==> src/rtl/us_msg_arbiter_if.sv <==
// Upstream FIFO read side plus output message stream of the KU receive-path arbiter.
// master = the arbiter, slave = FIFOs / downstream sink.
interface us_msg_arbiter_if #(
   parameter int US_CHANNEL = 6,
   parameter int DATA_W     = 128
);
   logic [US_CHANNEL*DATA_W-1:0] rd_din_i;
   logic [US_CHANNEL-1:0]        rd_empty_i;
   logic [US_CHANNEL-1:0]        rd_en_o;
   logic [DATA_W-1:0]            m_tdata_o;
   logic                         m_tvalid_o;
   logic                         m_tready_i;
   logic                         m_tlast_o;
   logic [2:0]                   m_tchan_o;
   logic                         err_hdr_o;
   logic [2:0]                   err_chan_o;
   logic                         busy_o;

   modport master (
      input  rd_din_i, rd_empty_i, m_tready_i,
      output rd_en_o, m_tdata_o, m_tvalid_o, m_tlast_o, m_tchan_o,
             err_hdr_o, err_chan_o, busy_o
   );

   modport slave (
      output rd_din_i, rd_empty_i, m_tready_i,
      input  rd_en_o, m_tdata_o, m_tvalid_o, m_tlast_o, m_tchan_o,
             err_hdr_o, err_chan_o, busy_o
   );
endinterface

==> src/rtl/us_msg_arbiter.sv <==
// Round-robin arbiter forwarding whole framed messages from FWFT FIFOs onto one stream.
// A channel holds the grant until its message's last beat; bad headers are dropped and flagged.
module us_msg_arbiter #(
   parameter int          US_CHANNEL = 6,
   parameter int          DATA_W     = 128,
   parameter logic [31:0] HDR_SYNC   = 32'hFDF7EB90
) (
   input  logic              sys_clk_i,
   input  logic              rst_n_i,
   us_msg_arbiter_if.master  bus
);

   typedef enum logic [1:0] {ST_IDLE, ST_HDR, ST_XFER} state_t;

   state_t            r_state;
   logic [2:0]        r_gnt;
   logic [2:0]        r_rr_ptr;
   logic [18:0]       r_cnt;
   logic [DATA_W-1:0] r_tdata;
   logic              r_tvalid;
   logic              r_tlast;
   logic [2:0]        r_tchan;
   logic              r_err_hdr;
   logic [2:0]        r_err_chan;
   logic              r_busy;

   logic [US_CHANNEL-1:0][DATA_W-1:0] w_lane_data;
   logic [US_CHANNEL-1:0]             w_lane_sel;
   logic [US_CHANNEL-1:0]             w_lane_ne;
   logic [DATA_W-1:0]                 w_beat;
   logic                              w_gnt_ne;
   logic                              w_can;
   logic                              w_pop;
   logic                              w_emit;
   logic                              w_sync_ok;
   logic [18:0]                       w_len_m1;
   logic [2:0]                        w_next_ptr;
   logic                              w_found;
   logic [2:0]                        w_pick;

   // Per-channel select: each lane contributes its data only when granted, so the
   // granted beat is a plain OR across lanes.
   for (genvar c = 0; c < US_CHANNEL; c++) begin : g_lane
      assign w_lane_sel[c]  = (r_gnt == 3'(c));
      assign w_lane_data[c] = w_lane_sel[c] ? bus.rd_din_i[DATA_W*c +: DATA_W] : '0;
      assign w_lane_ne[c]   = w_lane_sel[c] & ~bus.rd_empty_i[c];
   end

   always_comb begin
      w_beat = '0;
      for (int c = 0; c < US_CHANNEL; c++) w_beat = w_beat | w_lane_data[c];
   end

   assign w_gnt_ne  = |w_lane_ne;
   assign w_can     = ~r_tvalid | bus.m_tready_i;
   assign w_pop     = (r_state != ST_IDLE) & w_gnt_ne & w_can;
   assign w_sync_ok = (w_beat[47:16] == HDR_SYNC);
   assign w_emit    = w_pop & ((r_state == ST_XFER) | w_sync_ok);
   // (frame_len+1)*4 - 1 fits 19 bits for every 16-bit frame_len.
   assign w_len_m1  = (({3'b000, w_beat[15:0]} + 19'd1) << 2) - 19'd1;
   assign w_next_ptr = (r_gnt == 3'(US_CHANNEL - 1)) ? 3'd0 : r_gnt + 3'd1;

   // Cyclic search starting at r_rr_ptr; the first non-empty channel wins.
   always_comb begin
      logic [3:0] sum;
      w_found = 1'b0;
      w_pick  = '0;
      sum     = '0;
      for (int k = 0; k < US_CHANNEL; k++) begin
         sum = {1'b0, r_rr_ptr} + 4'(k);
         if (sum >= 4'(US_CHANNEL)) sum = sum - 4'(US_CHANNEL);
         for (int c = 0; c < US_CHANNEL; c++) begin
            if (!w_found && sum[2:0] == 3'(c) && !bus.rd_empty_i[c]) begin
               w_found = 1'b1;
               w_pick  = 3'(c);
            end
         end
      end
   end

   always_ff @(posedge sys_clk_i or negedge rst_n_i) begin
      if (!rst_n_i) begin
         r_state    <= ST_IDLE;
         r_gnt      <= '0;
         r_rr_ptr   <= '0;
         r_cnt      <= '0;
         r_tdata    <= '0;
         r_tvalid   <= 1'b0;
         r_tlast    <= 1'b0;
         r_tchan    <= '0;
         r_err_hdr  <= 1'b0;
         r_err_chan <= '0;
         r_busy     <= 1'b0;
      end else begin
         r_err_hdr <= 1'b0;
         if (w_emit) begin
            r_tdata  <= w_beat;
            r_tvalid <= 1'b1;
            r_tlast  <= (r_state == ST_XFER) && (r_cnt == 19'd1);
            r_tchan  <= r_gnt;
         end else if (bus.m_tready_i) begin
            r_tvalid <= 1'b0;
         end
         case (r_state)
            ST_IDLE: begin
               if (w_found) begin
                  r_gnt   <= w_pick;
                  r_state <= ST_HDR;
                  r_busy  <= 1'b1;
               end
            end
            ST_HDR: begin
               if (w_pop) begin
                  if (w_sync_ok) begin
                     r_cnt   <= w_len_m1;
                     r_state <= ST_XFER;
                  end else begin
                     r_err_hdr  <= 1'b1;
                     r_err_chan <= r_gnt;
                     r_rr_ptr   <= w_next_ptr;
                     r_state    <= ST_IDLE;
                     r_busy     <= 1'b0;
                  end
               end
            end
            ST_XFER: begin
               // An empty granted FIFO simply stalls here; the grant is never yielded mid-message.
               if (w_pop) begin
                  r_cnt <= r_cnt - 19'd1;
                  if (r_cnt == 19'd1) begin
                     r_rr_ptr <= w_next_ptr;
                     r_state  <= ST_IDLE;
                     r_busy   <= 1'b0;
                  end
               end
            end
            default: begin
               r_state <= ST_IDLE;
               r_busy  <= 1'b0;
            end
         endcase
      end
   end

   assign bus.rd_en_o    = w_lane_sel & {US_CHANNEL{w_pop}};
   assign bus.m_tdata_o  = r_tdata;
   assign bus.m_tvalid_o = r_tvalid;
   assign bus.m_tlast_o  = r_tlast;
   assign bus.m_tchan_o  = r_tchan;
   assign bus.err_hdr_o  = r_err_hdr;
   assign bus.err_chan_o = r_err_chan;
   assign bus.busy_o     = r_busy;

endmodule

==> src/flat_wrapper.sv <==
// flat-port wrapper written by rule: the top's interface ports become plain ports
module us_msg_arbiter_flat 
#(
   parameter int          US_CHANNEL = 6,
   parameter int          DATA_W     = 128,
   parameter logic [31:0] HDR_SYNC   = 32'hFDF7EB90
)
  (sys_clk_i, rst_n_i, bus_rd_din_i, bus_rd_empty_i, bus_m_tready_i, bus_rd_en_o, bus_m_tdata_o, bus_m_tvalid_o, bus_m_tlast_o, bus_m_tchan_o, bus_err_hdr_o, bus_err_chan_o, bus_busy_o);
  us_msg_arbiter_if #(.US_CHANNEL(US_CHANNEL), .DATA_W(DATA_W)) bus_i ();
  input  logic sys_clk_i;
  input  logic rst_n_i;
  input wire logic [$bits(bus_i.rd_din_i)-1:0] bus_rd_din_i;
  input wire logic [$bits(bus_i.rd_empty_i)-1:0] bus_rd_empty_i;
  input wire logic [$bits(bus_i.m_tready_i)-1:0] bus_m_tready_i;
  output wire logic [$bits(bus_i.rd_en_o)-1:0] bus_rd_en_o;
  output wire logic [$bits(bus_i.m_tdata_o)-1:0] bus_m_tdata_o;
  output wire logic [$bits(bus_i.m_tvalid_o)-1:0] bus_m_tvalid_o;
  output wire logic [$bits(bus_i.m_tlast_o)-1:0] bus_m_tlast_o;
  output wire logic [$bits(bus_i.m_tchan_o)-1:0] bus_m_tchan_o;
  output wire logic [$bits(bus_i.err_hdr_o)-1:0] bus_err_hdr_o;
  output wire logic [$bits(bus_i.err_chan_o)-1:0] bus_err_chan_o;
  output wire logic [$bits(bus_i.busy_o)-1:0] bus_busy_o;
  assign bus_i.rd_din_i = bus_rd_din_i;
  assign bus_i.rd_empty_i = bus_rd_empty_i;
  assign bus_i.m_tready_i = bus_m_tready_i;
  assign bus_rd_en_o = bus_i.rd_en_o;
  assign bus_m_tdata_o = bus_i.m_tdata_o;
  assign bus_m_tvalid_o = bus_i.m_tvalid_o;
  assign bus_m_tlast_o = bus_i.m_tlast_o;
  assign bus_m_tchan_o = bus_i.m_tchan_o;
  assign bus_err_hdr_o = bus_i.err_hdr_o;
  assign bus_err_chan_o = bus_i.err_chan_o;
  assign bus_busy_o = bus_i.busy_o;
  us_msg_arbiter #(.US_CHANNEL(US_CHANNEL), .DATA_W(DATA_W), .HDR_SYNC(HDR_SYNC)) u_core (.sys_clk_i(sys_clk_i), .rst_n_i(rst_n_i), .bus(bus_i));
endmodule
==> config.mk <==
export PLATFORM = sky130hd
export DESIGN_NAME = us_msg_arbiter_flat
export DESIGN_NICKNAME = d
export VERILOG_FILES = /design/src/rtl/us_msg_arbiter_if.sv /design/src/rtl/us_msg_arbiter.sv /design/src/flat_wrapper.sv
export SDC_FILE = /design/constraint.sdc
export NUM_CORES = 1
export LEC_CHECK = 0
export CAP_MARGIN = 15
export CORE_AREA = 2 2 354 356
export DETAILED_ROUTE_END_ITERATION = 7
export DIE_AREA = 0 0 356 358
export GPL_TIMING_DRIVEN = 0
export PLACE_DENSITY = 0.4
export RECOVER_POWER = 100
export SLEW_MARGIN = 20
export SYNTH_ARGS = -nofsm -noshare
export SYNTH_HDL_FRONTEND = slang
export SYNTH_SLANG_ARGS = --single-unit
==> constraint.sdc <==
create_clock -name sys_clk_i -period 4.6 [get_ports sys_clk_i]
set_clock_uncertainty 0.15 [all_clocks]
set_input_delay 0.69 -clock sys_clk_i [delete_from_list [all_inputs] [get_ports sys_clk_i]]
set_output_delay 0.69 -clock sys_clk_i [all_outputs]
set_load 0.02 [all_outputs]
==> flow_summary.json <==
{
  "cpPeakStageDelay_ns": 0.46,
  "crit_arrival_ns": 4.70,
  "die_h_um": 358,
  "first_global_vias": 18250,
  "design_area_um2": 26590,
  "globalplace.congestion": 0.9005,
  "worstSetupStartpointType": "flip-flop",
  "max_freq_mhz": 223.7,
  "drtAntennaViolNets": 0,
  "drt_iter0_drc": 1706,
  "clock_latency_ns": 0.52,
  "synth.area.top_cells": "dfrtp_1, a22oi_1, nand2_1, o21ai_0, a221oi_1",
  "postSynthCellCount": 1553,
  "drt_wl_total_mm": 140.6,
  "fin_nets": 3347,
  "required_ns": 4.82,
  "synth.top_cell.area_share_pct": 31.34,
  "cpLargestDelayFamily": "buffers and inverters",
  "p_leak_nw": 10.23,
  "status": "complete, but fails checks",
  "grt_pass1_wl_mm": 177.2,
  "finalSetupTns_ns": 0,
  "ys_seq_elements": 165,
  "globalRouteTotalUtil_pct": 20.99,
  "vias_per_cell": 4.337,
  "std_cell_rows": 129,
  "clock_path_buffers": 2,
  "ys_seq_area_share_pct": 31.34,
  "min_period_ns": 4.471,
  "drt-pass1-iter-count": 8,
  "wl_per_cell_um": 33.31,
  "final_hold_viol_count": 0,
  "hold_slack_ns": 0.3249,
  "setup_violations": 0,
  "met1_length_mm": 65.66,
  "crit_chain": "buf_12 -> buf_12 -> nor2b_1 -> buf_2 -> clkbuf_2 -> a22oi_1 -> o221ai_1 -> nor4_2 -> nand4b_1 -> a2111oi_4 -> clkbuf_16 -> o21ai_4 -> buf_12 -> buf_16 -> clkbuf_16 -> clkbuf_16 -> nand2_2 -> o21ai_0",
  "postSynthAreaPerCell_um2": 8.484,
  "violations": "DRC, capacitance limit, slew limit",
  "drc_errors": 15,
  "worstSetupPathType": "flip-flop to flip-flop",
  "highest_layer": "met5",
  "port_buffers": 918,
  "end_kind": "flip-flop",
  "wl_met3_mm": 10.83,
  "drive_gt1_share_pct": 12.50,
  "hold_path.class": "flip-flop to flip-flop",
  "synth_commonest_cells": "nand2_1, a22oi_1, o21ai_0, dfrtp_1, clkbuf_1",
  "numCtsBuffers": 17,
  "wl_met2_mm": 62.48,
  "slew_viol_final": 25,
  "area_growth_pct": 101.9,
  "place_area_um2": 24630,
  "async_reset_ff_share_pct": 100.0,
  "clock-root-buffer": "clkbuf_16",
  "worstMarginPinSlew_ns": 2.026,
  "dp_hpwl_mm": 116.5,
  "synth_edf_count": 0,
  "initial_core_util_pct": 10.68,
  "cts.htree.levels": 4,
  "die_width_um": 356,
  "slew_headroom_pct": -35.10,
  "clkTransAtPathRegs_ns": 0.09,
  "yosysMostFrequentCell": "nand2_1",
  "peakVddDrop_mv": 0.3198,
  "critPathMaxFanout": 10,
  "core_area_um2": 123300,
  "synth_area_leader_cell": "dfrtp_1",
  "ios": 921,
  "grt_max_degree": 79,
  "cts_tree": "built",
  "syn_area_um2": 13180,
  "crit_path_top_delay_cell": "clkbuf_2",
  "cap_violations": 1,
  "synth-main-ff-cell": "dfrtp_1",
  "grt_antenna_before_repair": 68,
  "die_area_um2": 127400,
  "fin_crit_sh_pct": 97.20,
  "gr-total-overflow": 0,
  "route.vias.total": 18310,
  "worst-path-buf-inv": 9,
  "synth_cell_types": 92,
  "clock-sinks": 165,
  "power_density_nw_per_um2": 647.2,
  "syn_nets": 2345,
  "ys_warn_count": 0
}
-- through the flow --
stage / power [mW] / cells / setup slack (ns) / util (%)
4_1_cts: 17.37 / 4191 / 0.002633 / 21.35
2_1_floorplan: 8.289 / 1553 / 0.03600 / -
3_5_place_dp: 14.64 / 4116 / -3.862 / 19.97
3_3_place_gp: 14.55 / 4108 / -6.287 / 19.81
6_report: 17.21 / 4221 / 0.1288 / 21.57
5_1_grt: 18.20 / 4213 / -0.02396 / 21.55
-- tightest hold or removal path, delay by kind of cell (launching register included) --
kind / cells / cell delay (ns)
flops: 1 / 0.34
simple gates: 1 / 0.04
compound gates: 1 / 0.06
-- cells in the final DEF, fill, tap and decap left out, types with 11 or more instances in the layout --
cell / count
clkdlybuf4s50_1: 773
nand2_1: 222
a22oi_1: 169
dfrtp_1: 164
o21ai_0: 159
dlygate4sd3_1: 139
a221oi_1: 73
nor2_1: 58
buf_4: 57
mux2i_1: 56
clkbuf_1: 54
mux2_2: 46
a21oi_1: 40
a222oi_1: 31
nor3_1: 29
clkbuf_16: 24
nand3_1: 24
xnor2_1: 21
inv_1: 20
o22ai_1: 19
diode_2: 16
buf_6: 16
clkbuf_2: 14
a22o_1: 13
o21ai_1: 13
ha_1: 13
buf_2: 12
buf_1: 12
buf_12: 11
nand2b_1: 11
a31oi_1: 11
-- power by group --
group / internal (mW) / switching, mW / total [mW]
logic: 4.79 / 8.31 / 13.1
registers: 2.07 / 0.366 / 2.44
clock network: 0.888 / 0.787 / 1.68
-- final timing paths --
| kind | slack (ns) | endpoint | start | cells past startpoint |
|---|---|---|---|---|
| hold reg to reg | 0.32 | u_core.bus.m_tdata_o[57] | u_core.bus.m_tdata_o[57] | 2 |
| hold / removal | 0.32 | u_core.bus.m_tdata_o[57] | u_core.bus.m_tdata_o[57] | 2 |
| max in group asynchronous | 1.83 | u_core.bus.m_tdata_o[44] | rst_n_i | 3 |
| min in group asynchronous | 1.15 | u_core.bus.m_tdata_o[86] | rst_n_i | 2 |
| setup reg to reg | 0.13 | u_core.bus.m_tdata_o[13] | u_core.r_gnt[2] | 18 |
| setup / recovery | 0.13 | u_core.bus.m_tdata_o[13] | u_core.r_gnt[2] | 18 |
-- cell type report --
type | instances | area (um2)
diodes | 16 | 40.04
plain buffers | 137 | 1035
clock buffers | 19 | 452.9
clock inverters | 13 | 171.4
fillers | 13700 | 96720
inverters | 26 | 133.9
multi-input cells | 1218 | 8601
flip-flops and latches | 165 | 4130
well taps | 1637 | 2048
repair buffers | 990 | 9982
-- sequential cells by signal, indices dropped and copies added, names as in the netlist --
register	count
u_core.r_rr_ptr	3
u_core.r_state	2
u_core.bus.m_tdata_o	128
u_core.bus.m_tlast_o	1
u_core.bus.busy_o	1
u_core.r_gnt	3
u_core.r_cnt	19
u_core.bus.err_hdr_o	1
u_core.bus.err_chan_o	3
u_core.bus.m_tvalid_o	1
u_core.bus.m_tchan_o	3
-- repair_timing --
action                                 CTS  global route
cloned                                   4             3
hold buffers                             1             0
resized for setup                      164            50
pin swaps                               23            10
setup buffers                           39            16
endpoints found under the hold margin   24             0
setup endpoints to repair              171           162
-- kinds of logic (layout without fill, tap and decap cells) --
group,Yosys count,after routing,share of synthesized area [%]
compound gates,626,626,34.20
buf+inv,170,1185,5.812
xor+xnor,27,27,1.795
simple gates,436,436,15.39
mux,114,114,10.04
fa+ha+maj,15,15,1.425
other cells,0,16,0
flops,165,165,31.34
-- per-layer routing --
metal / up-vias / global-route usage, %
li1: 8059 / -
met1: 9328 / 29.64
met2: 799 / 31.83
met3: 93 / 5.975
met4: 28 / 3.570
met5: - / 0
Note: power is estimated with default switching activity, not from simulation.
